File: src/rtl/t08_mem_responder_pkg.sv
// Shared types and constants for the t08 memory responder.
// Optional bus timeout is enabled with the T08_BUS_TIMEOUT_EN macro (see top).
package t08_mem_pkg;

  typedef enum logic [1:0] {
    ST_IDLE,
    ST_BUS,
    ST_I2C_WAIT,
    ST_RESP
  } state_e;

  localparam logic [2:0] F3_B  = 3'd0;
  localparam logic [2:0] F3_H  = 3'd1;
  localparam logic [2:0] F3_W  = 3'd2;
  localparam logic [2:0] F3_BU = 3'd4;
  localparam logic [2:0] F3_HU = 3'd5;

  localparam logic [31:0] I2C_ADDR_DEF = 32'd923923;
  localparam logic [31:0] ERR_DATA     = 32'hDEAD_BEEF;

  function automatic logic is_byte(input logic [2:0] f3);
    return (f3 == F3_B) || (f3 == F3_BU);
  endfunction

  function automatic logic is_half(input logic [2:0] f3);
    return (f3 == F3_H) || (f3 == F3_HU);
  endfunction

endpackage

File: src/rtl/t08_mem_responder_if.sv
// Wishbone-style data bus between the responder (master) and SRAM/peripherals.
interface t08_mem_responder_if;
  logic        wb_cyc_o;
  logic        wb_stb_o;
  logic        wb_we_o;
  logic [3:0]  wb_sel_o;
  logic [31:0] wb_adr_o;
  logic [31:0] wb_dat_o;
  logic [31:0] wb_dat_i;
  logic        wb_ack_i;

  modport master (
    output wb_cyc_o, wb_stb_o, wb_we_o, wb_sel_o, wb_adr_o, wb_dat_o,
    input  wb_dat_i, wb_ack_i
  );

  modport slave (
    input  wb_cyc_o, wb_stb_o, wb_we_o, wb_sel_o, wb_adr_o, wb_dat_o,
    output wb_dat_i, wb_ack_i
  );
endinterface

File: src/rtl/t08_mem_responder_lane_align.sv
// Byte-lane generator: select mask, write/read lane shifts and misalign flag.
module t08_lane_align
  import t08_mem_pkg::*;
(
  input  logic [2:0]  func3_i,
  input  logic [1:0]  off_i,
  input  logic [31:0] wdata_i,
  input  logic [31:0] rdata_i,
  output logic [3:0]  sel_o,
  output logic [31:0] wdata_o,
  output logic [31:0] rdata_o,
  output logic        misalign_o
);

  always_comb begin
    sel_o      = 4'b1111;
    misalign_o = (off_i != 2'd0);
    if (is_byte(func3_i)) begin
      sel_o      = 4'b0001 << off_i;
      misalign_o = 1'b0;
    end else if (is_half(func3_i)) begin
      sel_o      = 4'b0011 << off_i;
      misalign_o = off_i[0];
    end
  end

  // Upper read bits are passed through untouched; the handler sign/zero-extends.
  assign wdata_o = wdata_i << {off_i, 3'b000};
  assign rdata_o = rdata_i >> {off_i, 3'b000};

endmodule

File: src/rtl/t08_mem_responder.sv
// Memory responder for the t08 handler: routes requests to the data bus or the
// I2C sample register. Define T08_BUS_TIMEOUT_EN to abort stalled bus cycles.
module t08_mem_responder
  import t08_mem_pkg::*;
#(
  parameter logic [31:0] I2C_ADDR = I2C_ADDR_DEF
`ifdef T08_BUS_TIMEOUT_EN
  ,
  parameter int TIMEOUT_CYCLES = 64
`endif
) (
  input  logic                       clk,
  input  logic                       nrst,
  input  logic                       read_i,
  input  logic                       write_i,
  input  logic                       fetch_i,
  input  logic [2:0]                 func3_i,
  input  logic [31:0]                addr_i,
  input  logic [31:0]                wdata_i,
  output logic [31:0]                rdata_o,
  output logic                       busy_o,
  output logic                       done_o,
  output logic                       err_o,
  t08_mem_responder_if.master        wb,
  input  logic [31:0]                i2c_data_i,
  input  logic                       i2c_valid_i,
  output logic                       i2c_ack_o
);

  state_e      state_q, state_d;
  logic [31:0] rdata_q, rdata_d;
  logic        err_q, err_d;
  logic [31:0] addr_q;
  logic        we_q;
  logic [3:0]  sel_q;
  logic [31:0] wdat_q;
  logic        lat_en;
  logic        i2c_ack;

  logic        can_accept, req_any, req_we, req_i2c;
  logic [2:0]  req_f3;
  logic [1:0]  lane_off;
  logic [3:0]  lane_sel;
  logic [31:0] lane_wdat, lane_rdat;
  logic        lane_mis;
  logic        in_bus;
  logic        expired;

  assign in_bus     = (state_q == ST_BUS);
  assign can_accept = (state_q == ST_IDLE) || (state_q == ST_RESP);
  assign req_any    = write_i | read_i | fetch_i;
  assign req_we     = write_i;
  assign req_f3     = (write_i | read_i) ? func3_i : F3_W;
  assign req_i2c    = (addr_i == I2C_ADDR);

  // One aligner serves both directions: no request is accepted while in BUS,
  // so the offset can switch to the latched address for the read shift.
  assign lane_off = in_bus ? addr_q[1:0] : addr_i[1:0];

  t08_lane_align u_lane (
    .func3_i    (req_f3),
    .off_i      (lane_off),
    .wdata_i    (wdata_i),
    .rdata_i    (wb.wb_dat_i),
    .sel_o      (lane_sel),
    .wdata_o    (lane_wdat),
    .rdata_o    (lane_rdat),
    .misalign_o (lane_mis)
  );

`ifdef T08_BUS_TIMEOUT_EN
  localparam int CW = $clog2(TIMEOUT_CYCLES + 1);
  logic [CW-1:0] tmo_q, tmo_d;

  assign expired = (tmo_q == CW'(TIMEOUT_CYCLES - 1));

  always_comb begin
    tmo_d = '0;
    if (in_bus) tmo_d = tmo_q + CW'(1);
  end

  always_ff @(posedge clk) begin
    if (!nrst) tmo_q <= '0;
    else       tmo_q <= tmo_d;
  end
`else
  assign expired = 1'b0;
`endif

  always_comb begin
    state_d = state_q;
    rdata_d = rdata_q;
    err_d   = 1'b0;
    lat_en  = 1'b0;
    i2c_ack = 1'b0;
    case (state_q)
      ST_IDLE, ST_RESP: begin
        if (state_q == ST_RESP) state_d = ST_IDLE;
        if (req_any) begin
          // The I2C register sits at an odd address, so it bypasses misalign checks.
          if (req_i2c) begin
            if (req_we) begin
              state_d = ST_RESP;
            end else if (i2c_valid_i) begin
              state_d = ST_RESP;
              rdata_d = i2c_data_i;
              i2c_ack = 1'b1;
            end else begin
              state_d = ST_I2C_WAIT;
            end
          end else if (lane_mis) begin
            state_d = ST_RESP;
            rdata_d = '0;
            err_d   = 1'b1;
          end else begin
            state_d = ST_BUS;
            lat_en  = 1'b1;
          end
        end
      end
      ST_BUS: begin
        if (wb.wb_ack_i) begin
          state_d = ST_RESP;
          if (!we_q) rdata_d = lane_rdat;
        end else if (expired) begin
          state_d = ST_RESP;
          rdata_d = ERR_DATA;
          err_d   = 1'b1;
        end
      end
      ST_I2C_WAIT: begin
        if (i2c_valid_i) begin
          state_d = ST_RESP;
          rdata_d = i2c_data_i;
          i2c_ack = 1'b1;
        end
      end
      default: state_d = ST_IDLE;
    endcase
  end

  always_ff @(posedge clk) begin
    if (!nrst) begin
      state_q <= ST_IDLE;
      rdata_q <= '0;
      err_q   <= 1'b0;
      addr_q  <= '0;
      we_q    <= 1'b0;
      sel_q   <= '0;
      wdat_q  <= '0;
    end else begin
      state_q <= state_d;
      rdata_q <= rdata_d;
      err_q   <= err_d;
      if (lat_en) begin
        addr_q <= addr_i;
        we_q   <= req_we;
        sel_q  <= lane_sel;
        wdat_q <= lane_wdat;
      end
    end
  end

  assign rdata_o   = rdata_q;
  assign busy_o    = in_bus || (state_q == ST_I2C_WAIT);
  assign done_o    = (state_q == ST_RESP);
  assign err_o     = err_q;
  assign i2c_ack_o = nrst && i2c_ack;

  assign wb.wb_cyc_o = in_bus;
  assign wb.wb_stb_o = in_bus;
  assign wb.wb_we_o  = in_bus && we_q;
  assign wb.wb_sel_o = in_bus ? sel_q : 4'b0000;
  assign wb.wb_adr_o = in_bus ? {addr_q[31:2], 2'b00} : 32'd0;
  assign wb.wb_dat_o = in_bus ? wdat_q : 32'd0;

endmodule
File: src/flat_wrapper.sv
// flat-port wrapper written by rule: the top's interface ports become plain ports
module t08_mem_responder_flat import t08_mem_pkg::*;
#(
  parameter logic [31:0] I2C_ADDR = I2C_ADDR_DEF

)
  (clk, nrst, read_i, write_i, fetch_i, func3_i, addr_i, wdata_i, rdata_o, busy_o, done_o, err_o, i2c_data_i, i2c_valid_i, i2c_ack_o, wb_wb_cyc_o, wb_wb_stb_o, wb_wb_we_o, wb_wb_sel_o, wb_wb_adr_o, wb_wb_dat_o, wb_wb_dat_i, wb_wb_ack_i);
  t08_mem_responder_if wb_i ();
  input  logic clk;
  input  logic nrst;
  input  logic read_i;
  input  logic write_i;
  input  logic fetch_i;
  input  logic [2:0] func3_i;
  input  logic [31:0] addr_i;
  input  logic [31:0] wdata_i;
  output logic [31:0] rdata_o;
  output logic busy_o;
  output logic done_o;
  output logic err_o;
  input  logic [31:0] i2c_data_i;
  input  logic i2c_valid_i;
  output logic i2c_ack_o;
  output wire logic [$bits(wb_i.wb_cyc_o)-1:0] wb_wb_cyc_o;
  output wire logic [$bits(wb_i.wb_stb_o)-1:0] wb_wb_stb_o;
  output wire logic [$bits(wb_i.wb_we_o)-1:0] wb_wb_we_o;
  output wire logic [$bits(wb_i.wb_sel_o)-1:0] wb_wb_sel_o;
  output wire logic [$bits(wb_i.wb_adr_o)-1:0] wb_wb_adr_o;
  output wire logic [$bits(wb_i.wb_dat_o)-1:0] wb_wb_dat_o;
  input wire logic [$bits(wb_i.wb_dat_i)-1:0] wb_wb_dat_i;
  input wire logic [$bits(wb_i.wb_ack_i)-1:0] wb_wb_ack_i;
  assign wb_wb_cyc_o = wb_i.wb_cyc_o;
  assign wb_wb_stb_o = wb_i.wb_stb_o;
  assign wb_wb_we_o = wb_i.wb_we_o;
  assign wb_wb_sel_o = wb_i.wb_sel_o;
  assign wb_wb_adr_o = wb_i.wb_adr_o;
  assign wb_wb_dat_o = wb_i.wb_dat_o;
  assign wb_i.wb_dat_i = wb_wb_dat_i;
  assign wb_i.wb_ack_i = wb_wb_ack_i;
  t08_mem_responder #(.I2C_ADDR(I2C_ADDR)) u_core (.clk(clk), .nrst(nrst), .read_i(read_i), .write_i(write_i), .fetch_i(fetch_i), .func3_i(func3_i), .addr_i(addr_i), .wdata_i(wdata_i), .rdata_o(rdata_o), .busy_o(busy_o), .done_o(done_o), .err_o(err_o), .wb(wb_i), .i2c_data_i(i2c_data_i), .i2c_valid_i(i2c_valid_i), .i2c_ack_o(i2c_ack_o));
endmodule
File: config.mk
export PLATFORM = sky130hd
export DESIGN_NAME = t08_mem_responder_flat
export DESIGN_NICKNAME = d
export VERILOG_FILES = /design/src/rtl/t08_mem_responder_pkg.sv /design/src/rtl/t08_mem_responder_if.sv /design/src/rtl/t08_mem_responder_lane_align.sv /design/src/rtl/t08_mem_responder.sv /design/src/flat_wrapper.sv
export SDC_FILE = /design/constraint.sdc
export NUM_CORES = 1
export LEC_CHECK = 0
export ABC_CLOCK_PERIOD_IN_PS = 2600
export CAP_MARGIN = 10
export CORE_UTILIZATION = 39
export CTS_BUF_LIST = sky130_fd_sc_hd__clkbuf_8 sky130_fd_sc_hd__clkbuf_16
export CTS_CLUSTER_DIAMETER = 200
export DETAILED_ROUTE_END_ITERATION = 12
export PLACE_DENSITY = 0.78
export RECOVER_POWER = 25
export SLEW_MARGIN = 20
export SYNTH_ARGS = -nofsm -noshare
export SYNTH_HDL_FRONTEND = slang
export SYNTH_SLANG_ARGS = --single-unit
File: constraint.sdc
create_clock -name clk -period 2.6 [get_ports clk]
set_clock_uncertainty 0.1 [all_clocks]
set_input_delay 0.52 -clock clk [delete_from_list [all_inputs] [get_ports clk]]
set_output_delay 0.52 -clock clk [all_outputs]
set_load 0.02 [all_outputs]
==> results.md <==
- Status: complete, but fails checks
- Failing checks: setup timing
- Core footprint: 0.0161 mm^2
- Syn Area/Cell: 8.04 um^2
- Share of cells above drive strength 1: 21.1%
- Post-synth ARST share: 0%
- WS Path Type: in -> out
- Max incr delay on CP: 0.29 ns
- Area Overhead vs Synth: 54.4%
- Synth area leaders: dfxtp_1 32%, a21oi_1 8.9%, and2_1 6.5%
- Global routing's busiest layer: met2
- Final worst-path cycle share: 101%
- PwrDens: 721 mW/mm^2
- Final setup violation count: 1
- Routed len/inst: 17.9 um
- RSZ-0062 raised after global routing: yes
- Vias: 7178
- Reg2reg setup slack: 0.04 ns
- Synth cell types: 52
- # DRC: 0
- Startpoint Class: input pin
- Critical-path cell list: clkdlybuf4s15_1 > nor4b_2 > nand4_1 > nor3_4 > nand2_2 > a2111oi_4 > buf_4
- DP HPWL: 16300 um
- Worst setup margin: -0.0374 ns
- Worst path required time: 1.98 ns
- Fin Setup TNS: -0.0374 ns
- Placed Cells: 1249
- First-pass GRT wire length: 35400 um
- Htree depth: 3
- Worst slew margin: 48.7%
- Commonest non-fill, non-tap cell in the layout: a21oi_1
- Gr usage total: 25.3%
- Most frequent cells in the layout: 116 x a21oi_1, 112 x clkdlybuf4s50_1, 102 x dfxtp_1, 67 x and2_1, 62 x dlygate4sd2_1
- Area share of the largest cell type after synthesis: 31.9%
- Total Power: 7.28 mW
- Lkg Pwr: 4.07 nW
- Pre-CTS setup slack: -0.921 ns
- Clock Sinks: 104
- Hold_buf cts: 0
- Slew Viols, Final: 0
- Post-Synthesis Cells: 813
- Port bufs: 241
- Max clock buf depth: 2
- FILL cells: 1439
- ANT nets after route: 0
- Die Y: 131 um
- Met3 global-route usage: 6.40%
- Synth Flop Type: dfxtp_1
- Crit path capture type: primary output
- Initial antenna violation count: 1
- Die width: 131 um
- Clk_lat worst skew: 0.34 ns
- EDFF count, synth: 0
- Largest net degree at the start of global routing: 71
- Routing usage on met2: 42.3%
- Max stage delay cell, worst path: a2111oi_4
- Clk slew on worst S/H paths: 0.07 ns
- Hold Violations, Final: 0
- Arr. time, crit path: 2.02 ns
- Largest area contributor in the netlist: dfxtp_1
- Clock buffer count from CTS: 9
- Register area share after synthesis: 31.9%
- Inserted Diodes: 0
- Tmin final: 2.64 ns
- Hold Path Class: in -> reg
- Max_cap viols: 0
- Clk root buf: clkbuf_16
- # rows: 46
- Peak VDD IR: 520 uV
- Via/cell ratio: 5.62
- GRT Residual Overflow: 0
- Gpl congestion: 0.930
- Number of I/O pins: 245
- Syn Std Cell Area: 0.00654 mm^2
- WL final: 22900 um
- Met1 Usage GRT: 32.0%
- Initial Util: 40.6%
- Fmax: 379 MHz
- Die area: 0.0173 mm^2
- Synth Register Bits: 104
- Critical path fanouts, max: 2
- Non-Filler Instances: 1278
- CTS tree: done
- Vias in the first global route: 6733
- Nets: 1204
- Slew @ Worst Pin: 0.770 ns
- Initial DRC count: 545
- Synth warn: 0
- TritonRoute pass-1 iters: 5
- Fin util: 62.6%
==> sequential cells by signal, summed over array words and instances (netlist names) <==
signal	count
u_core.addr_q	32
u_core.err_o	1
u_core.rdata_o	32
u_core.sel_q	4
u_core.state_q	2
u_core.wdat_q	32
u_core.we_q	1
==> per-layer routing <==
layer | share of wire [%] | up-vias
met1 | 42 | 3371
met5 | 0.044 | -
li1 | - | 3480
met3 | 7.9 | 31
met2 | 48 | 294
met4 | 2.0 | 2
==> report_power, final <==
group          switching (mW)  internal [mW]  leakage, nW
Clock                   0.643          0.847        0.158
Sequential              0.219           1.92        0.854
Combinational            2.00           1.65         3.06
==> stage by stage <==
stage	area [um^2]	hold WS [ns]
floorplan	6600	0.345
global placement	9600	0.356
detailed placement	9600	0.362
CTS	9870	0.348
global route	10100	0.323
finish	10100	0.322
==> cell type report <==
| class | instances | area [um^2] | area share, % |
|---|---|---|---|
| clock buffers | 9 | 225 | 2.23 |
| clock inverters | 7 | 93.8 | 0.930 |
| inverters | 15 | 58.8 | 0.583 |
| multi-input cells | 606 | 4350 | 43.1 |
| flip-flops and latches | 104 | 2080 | 20.7 |
| well taps | 216 | 270 | 2.68 |
| repair buffers | 321 | 3010 | 29.8 |
==> cell usage after synthesis, types with 2 or more instances <==
library cell	number
a211oi_1	10
a211oi_2	30
a21oi_1	116
a221oi_1	8
a22oi_1	8
a2bb2oi_1	5
a311oi_1	3
a31oi_1	37
and2_1	68
and4bb_2	3
buf_1	6
buf_2	8
buf_4	4
buf_6	4
clkbuf_1	67
dfxtp_1	104
ha_1	9
inv_1	13
mux2_2	27
mux2i_1	35
nand2_1	56
nand2b_1	9
nand3_1	52
nand4_1	17
nor2_1	9
nor3_1	5
nor4_1	2
nor4_2	2
nor4b_2	3
o21ai_0	55
o21ai_1	7
o22ai_1	3
or2_2	2
or4_1	8
==> cells by family (layout without fill, tap and decap cells) <==
logic type / count (synthesis) / in the layout / synth area share (%)
buffers and inverters: 104 / 352 / 6.82
muxes: 62 / 62 / 10.0
adders and majority gates: 9 / 9 / 1.72
DFF: 104 / 104 / 31.9
AOI/OAI and AO/OA: 293 / 293 / 28.9
other: 1 / 2 / 0.0574
and+or+nand+nor: 240 / 240 / 20.6
==> worst max-delay path: cells and delay by family <==
kind	cells	cell delay, ns
AO/OA/AOI/OAI	1	0.29
buffers and inverters	2	0.40
AND/OR/NAND/NOR	4	0.80
==> final timing paths <==
| path | startpoint | to | depth (start not counted) |
|---|---|---|---|
| setup / recovery | addr_i[14] | i2c_ack_o | 7 |
| hold / removal | addr_i[2] | u_core.addr_q[2]$_SDFFE_PN0P_ | 3 |
| setup reg to reg | u_core.state_q[1]$_SDFFE_PN0P_ | u_core.rdata_o[10]$_SDFFE_PN0P_ | 11 |
| hold reg to reg | u_core.addr_q[31]$_SDFFE_PN0P_ | u_core.addr_q[31]$_SDFFE_PN0P_ | 2 |
==> repair_timing <==
item,CTS,global route
setup buffers,4,6
endpoints found under the setup margin,102,91
pin swaps,14,13
gates cloned,0,3
resized for setup,110,77
Note: power is estimated with default switching activity, not from simulation.
